<file path="src/rtl/gb_apu_pkg.sv">
// Shared APU constants: which frame-sequencer steps clock which channel functions.
// Bit n of each mask is set when step n produces that pulse.
package gb_apu_pkg;

    localparam logic [7:0] STEP_LEN_MASK   = 8'b0101_0101;
    localparam logic [7:0] STEP_SWEEP_MASK = 8'b0100_0100;
    localparam logic [7:0] STEP_ENV_MASK   = 8'b1000_0000;

endpackage

</file>
<file path="src/rtl/gb_frame_sequencer.sv">
// Game Boy APU frame sequencer: turns a 512 Hz tick into the 8-step pattern of
// length (256 Hz), sweep (128 Hz) and envelope (64 Hz) clock pulses.
module gb_frame_sequencer
    import gb_apu_pkg::*;
#(
    parameter int USE_DIV_INPUT = 1,
    parameter int DIV_PERIOD    = 8192
) (
    input  logic       clk,
    input  logic       reset,
    input  logic       apu_on,
    input  logic       div_bit,
    output logic       clk_length_ctr,
    output logic       clk_vol_env,
    output logic       clk_sweep,
    output logic [2:0] step,
    output logic       next_no_length
);

    logic       div_prev_reg;
    logic       tick;
    logic [2:0] ptr_reg, ptr_next;
    logic [2:0] step_reg, step_next;
    logic       len_reg, len_next;
    logic       env_reg, env_next;
    logic       sweep_reg, sweep_next;

    // Tracked even while powered off so a level already low at power-on is not seen as an edge.
    always_ff @(posedge clk or posedge reset) begin
        if (reset) begin
            div_prev_reg <= 1'b0;
        end else begin
            div_prev_reg <= div_bit;
        end
    end

    generate
        if (USE_DIV_INPUT != 0) begin : g_div_tick
            assign tick = div_prev_reg & ~div_bit;
        end else begin : g_int_tick
            localparam int CW = (DIV_PERIOD > 1) ? $clog2(DIV_PERIOD) : 1;
            logic [CW-1:0] cnt_reg;

            always_ff @(posedge clk or posedge reset) begin
                if (reset) begin
                    cnt_reg <= '0;
                end else if (!apu_on || cnt_reg == CW'(DIV_PERIOD - 1)) begin
                    cnt_reg <= '0;
                end else begin
                    cnt_reg <= cnt_reg + 1'b1;
                end
            end

            assign tick = (cnt_reg == CW'(DIV_PERIOD - 1));
        end
    endgenerate

    always_comb begin
        ptr_next   = ptr_reg;
        step_next  = step_reg;
        len_next   = 1'b0;
        env_next   = 1'b0;
        sweep_next = 1'b0;
        if (!apu_on) begin
            ptr_next  = 3'd0;
            step_next = 3'd0;
        end else if (tick) begin
            len_next   = STEP_LEN_MASK[ptr_reg];
            sweep_next = STEP_SWEEP_MASK[ptr_reg];
            env_next   = STEP_ENV_MASK[ptr_reg];
            step_next  = ptr_reg;
            ptr_next   = ptr_reg + 3'd1;
        end
    end

    always_ff @(posedge clk or posedge reset) begin
        if (reset) begin
            ptr_reg   <= 3'd0;
            step_reg  <= 3'd0;
            len_reg   <= 1'b0;
            env_reg   <= 1'b0;
            sweep_reg <= 1'b0;
        end else begin
            ptr_reg   <= ptr_next;
            step_reg  <= step_next;
            len_reg   <= len_next;
            env_reg   <= env_next;
            sweep_reg <= sweep_next;
        end
    end

    assign clk_length_ctr = len_reg;
    assign clk_vol_env    = env_reg;
    assign clk_sweep      = sweep_reg;
    assign step           = step_reg;
    assign next_no_length = ptr_reg[0];

endmodule

</file>
<file path="config.mk">
export PLATFORM = sky130hd
export DESIGN_NAME = gb_frame_sequencer
export DESIGN_NICKNAME = d
export VERILOG_FILES = /design/src/rtl/gb_apu_pkg.sv /design/src/rtl/gb_frame_sequencer.sv
export SDC_FILE = /design/constraint.sdc
export NUM_CORES = 1
export LEC_CHECK = 0
export CAP_MARGIN = 15
export CORE_MARGIN = 3
export CORE_UTILIZATION = 31
export DETAILED_ROUTE_END_ITERATION = 16
export GPL_TIMING_DRIVEN = 0
export PLACE_DENSITY = 0.61
export RECOVER_POWER = 50
export SLEW_MARGIN = 20
export SYNTH_ARGS = -nofsm -noshare
export SYNTH_HDL_FRONTEND = slang
export SYNTH_SLANG_ARGS = --single-unit
</file>
<file path="constraint.sdc">
create_clock -name clk -period 1 [get_ports clk]
set_input_delay 0.2 -clock clk [delete_from_list [all_inputs] [get_ports clk]]
set_output_delay 0.2 -clock clk [all_outputs]
set_load 0.05 [all_outputs]
</file>
---- After elaboration in Yosys (flattened, before gate mapping) ----
Memories as Yosys holds them, arrays and structs flattened.
Index checks and enable logic that the tools add are counted.
storage, ports and cells
  register bits ........................... 10
  ROM bits ................................ 24
  bits of input ports ..................... 4
  output and inout bits ................... 7
  logic and storage cells ................. 27
  memories ................................ 3
memories
  memory            depth  bits a word  rd ports  clocked after memory_dff  write ports  line                      RTL
  (name not given)  8      1            1         0                         0            gb_frame_sequencer.sv:70  env_next = STEP_ENV_MASK[ptr_reg];
  (name not given)  8      1            1         0                         0            gb_frame_sequencer.sv:69  sweep_next = STEP_SWEEP_MASK[ptr_reg];
  (name not given)  8      1            1         0                         0            gb_frame_sequencer.sv:68  len_next = STEP_LEN_MASK[ptr_reg];
cells by class
  add/sub/neg operators ................... 1
  $lt $le $gt $ge ......................... 1
  equality and inequality tests ........... 1
  mux-type cells .......................... 13
  bitwise gates (word level) .............. 2
operators by type and width
  kind                                                                     count
  3-bit 2-to-1 mux                                                         4
  1-bit 2-to-1 mux                                                         9
  3-bit by 4-bit < comparator with 1-bit output, second input constant     1
  3-bit by 1-bit adder with 3-bit output, second input constant            1
  2-bit by 1-bit inequality test with 1-bit output, second input constant  1
  1-bit AND                                                                1
  1-bit NOT                                                                1

---- Depth between registers and ports, before layout ----
  depth after elaboration ................. 4
  mapped depth ............................ 4
  depth with buffers taken out ............ 4

---- Worst setup path after synthesis ----
No wires, ideal clock.
  kind .................................... register -> register
  from .................................... register ptr_reg[0]
  to ...................................... register ptr_reg[2]
  setup time .............................. 123 ps
  arrival ................................. 1228 ps
  required time ........................... 877 ps
  setup slack ............................. -351 ps
  cell stages (with the launch flop) ...... 5
  cells stage by stage .................... dfrtp_1 > ha_1 > ha_1 > nand2_1 > mux2i_1
between the ends
  longest elaborated chain between the ends .. 3
RTL lines
  element                                 line                      RTL
  start, declared                         gb_frame_sequencer.sv:22  logic [2:0] ptr_reg, ptr_next;
  start signal, assigned                  gb_frame_sequencer.sv:84  ptr_reg <= ptr_next;
  3-bit by 1-bit adder with 3-bit output  gb_frame_sequencer.sv:72  ptr_next = ptr_reg + 3'd1;
  3-bit 2-to-1 mux                        gb_frame_sequencer.sv:67  end else if (tick) begin
  3-bit 2-to-1 mux                        gb_frame_sequencer.sv:64  if (!apu_on) begin
Every way passes these cells. The select of a mux whose other input is x is not followed.
A chain may end at the register's enable or synchronous reset.

---- Worst setup path in the final report ----
Ends and elaborated chain as after synthesis.

==> summary by stage <==
Outcome
The flow ran to the end, but the final reports show violations. The final reports fail on negative setup slack.

Critical path
The cell with the most instances on the worst path is ha_4. The arrival time reported for the critical path endpoint is 1300 ps. The source of the worst register-to-register timing path is ptr_reg[0]$_DFFE_PP0P_. Among all stages on the critical path, the largest delay is contributed by dfrtp_2.

The critical path contains buffers and inverters numbering 0 combined. The signal on the critical path passes through ha_4 -> ha_4 -> nand2_2 -> mux2i_1. The cell depth of the worst setup path is 4.

The worst reg-to-reg setup slack is -120 ps. The number of cells on the worst reg-to-reg path is 4. The start-to-end type of the worst setup path is reg2reg. The largest fanout of any net on the critical path is 4. The launching element type of the critical path is a flip-flop. The endpoint of the worst register-to-register path is ptr_reg[2]$_DFFE_PP0P_. The most critical setup path has its endpoint at ptr_reg[2]$_DFFE_PP0P_. The family with the most delay on the worst path is flip-flops. The delay of the slowest critical-path stage is 440 ps. The start point of the critical path is ptr_reg[0]$_DFFE_PP0P_. The worst endpoint required time is 1180 ps. STA classifies the critical path endpoint as a flip-flop.

Power
The total leakage power is 0.324 nW. VDD sags by at most 0.550 mV. The cell area power density is 1240 nW/um^2.

GRT
The all-layer global routing usage is 9.95%. The number of antenna violations at the first check in global routing was 0. The met2 track demand over resource in global routing is 15.1%. For this run, global-route usage on met1 was measured as 11.3%. The met3 layer usage reported by global route is 6.22%. The global-route wire length before repair is 1350 um.

met2 is the most crowded layer. Entering global routing, the biggest net connects 11 pins. The remaining global-route overflow is 0. The number of global-route vias before repair is 298.

Die
In this run the core area contains 12 standard-cell rows. The floorplan step defined a die boundary enclosing 1910 um^2. The die extent in y is 43.7 um.

The region available for standard cell placement spans 1220 um^2. The top-level I/O count is 11. The floorplan die width is 43.7 um. For this configuration, the core starts out at a cell density of 36.2%.

Final layout
The number of antenna repair diodes is 0. The area added between synthesis and finish is 47.7%. The filler cell count is 113. In the final layout, the share of cells above drive strength 1 is 38.9%. The number of nets at the end of the flow is 62.

The finished cells cover 651 um^2. The utilization after layout is 53.5%.

Routing
The violation count after the first detailed-route iteration is 6. The final routed DRC violation total is 0. The total wirelength of the detailed-routed design is 773 um.

The via-per-instance ratio is 4.66. Summing over every cut layer, the via total after detailed routing is 317. The count of nets left with antenna violations once routing finished came out at 0. Before antenna repair, the detailed router went through 4 iterations. The routed wirelength normalized by instance count is 11.4 um.

Clock tree
TritonCTS built the clock tree. The largest buffer count on any clock path is 2. The clock-pin slew on the worst setup and hold paths is 60 ps.

Clock tree synthesis found a total of 10 sinks. The tree is rooted in a clkbuf_4. In this run the number of H-tree levels came out at 1. The clock insertion delay at the later pin of the skew report is 260 ps. Buffers inserted during clock tree synthesis total 3.

Worst hold path
The path class of the tightest hold or removal check is in2async.

Synthesis
The mapped netlist covers 440 um^2. The post-synthesis sequential element count is 10. Synthesis produced a netlist with a net count of 43. The cell count after synthesis came out at 36. The sequential-to-total area share from yosys stat is 56.8%.

The number of different library cells used by synthesis comes to 11. The number of warnings printed during yosys synthesis is 0. The average size of a mapped cell is 12.2 um^2.

Placement
The last weighted congestion value of the routability-driven placer is 0.738. The placed instances occupy a cell area of 584 um^2. The count of input and output buffers is 10. The HPWL after detailed placement is 580 um.

Timing
The part of the cycle the worst path needs is 112%. After routing, the total negative slack on setup checks comes to -569 ps. The final setup violation count is 12. The final count of hold timing violations is 0. The worst slew margin relative to its limit is 76.3%.

Once routing completed, OpenROAD measured the worst setup slack at -125 ps. For the final database, setup skew stands at 4.36 ps. The shortest period the worst path allows is 1120 ps. Setup repair after global routing could not meet its margin everywhere. The total count of max-transition violations in the final report was 0.

The actual transition at the worst max-transition pin is 356 ps. The highest clock rate is 889 MHz.

Run
Max-cap violations in this run came to 0.
[routing by layer]
metal	share of wire, %	vias up
li1	-	156
met1	45	150
met3	6.7	0
met4	0	0
met5	0	-
met2	48	11
[what timing repair did]
action | 4_1_cts | 5_1_grt
endpoints found under the hold margin | 0 | 0
pin swaps | 0 | 0
setup endpoints to repair | 10 | 13
buffers inserted | 2 | 2
resized for setup | 49 | 1
hold buffers | 0 | 0
[cells by family (layout without fill, tap and decap cells)]
group                      count (synthesis)  count (layout)  share of synthesized area (%)
AOI/OAI and AO/OA                          2               2                           2.27
muxes                                      4               4                           9.09
adders and majority gates                  3               3                           8.52
and+or+nand+nor                           12              12                           17.0
DFF                                       10              10                           56.8
buffers and inverters                      5              23                           6.25
[synthesized netlist by cell type]
master | count | area, um^2
nor2b_4 | 1 | 13.8
nand2_1 | 7 | 26.3
buf_6 | 1 | 11.3
o21ai_0 | 2 | 10.0
and3_1 | 2 | 12.5
dfrtp_1 | 10 | 250
ha_1 | 3 | 37.5
nand4bb_1 | 2 | 22.5
buf_2 | 1 | 5.00
mux2i_1 | 4 | 40.0
inv_1 | 3 | 11.3
[power breakdown]
part | switching [mW] | internal, mW
combinational | 0.0567 | 0.0463
clock | 0.126 | 0.154
sequential | 0.0104 | 0.415
total | 0.194 | 0.615
[worst register-to-register path: stages (launching register included)]
cell and delay, ps:
dfrtp_2 440, ha_4 180, ha_4 250, nand2_2 40, mux2i_1 130
[area by class of cell]
cell class	count	area [um^2]	area share, %
Tap cell	14	17.5	2.69
Buffer	2	18.8	2.88
Timing Repair Buffer	14	135	20.8
Multi-Input combinational cell	21	190	29.2
Clock buffer	4	26.3	4.04
Sequential cell	10	251	38.7
Inverter	3	11.3	1.73
[placed cells by master (no fill, tap or decap)]
cell             count
nand4bb_1            2
dlygate4sd3_1        2
clkbuf_1             1
nand2_2              1
clkdlybuf4s50_1      1
inv_1                3
o21ai_0              2
ha_1                 1
ha_4                 2
mux2i_1              4
and3_1               2
buf_6                7
dfrtp_2              1
buf_4                5
clkbuf_4             4
nor2b_4              1
nand2_1              6
dfrtp_1              9
[through the flow]
step                      hold slack, ps  worst slack, ps  std cells  total power [mW]
after floorplan                     40.1             -189         36             0.492
after global placement               493             -417         60             0.527
after detailed placement             506             -421         60             0.530
after CTS                            232             -133         66             0.822
after global routing                 388             -146         68             0.862
final                                351             -125         68             0.808
[how the worst min path moves through the flow]
stage / start / end / slack, ps / cells after the start
after floorplan: reset / clk_length_ctr$_DFF_PP0_ / 40 / 1
after global placement: reset / clk_sweep$_DFF_PP0_ / 490 / 2
after detailed placement: reset / step[0]$_DFFE_PP0P_ / 510 / 2
after CTS: reset / step[0]$_DFFE_PP0P_ / 230 / 2
after global routing: reset / clk_vol_env$_DFF_PP0_ / 390 / 2
final: reset / step[0]$_DFFE_PP0P_ / 350 / 2
Power figures use the tool's default switching activity.
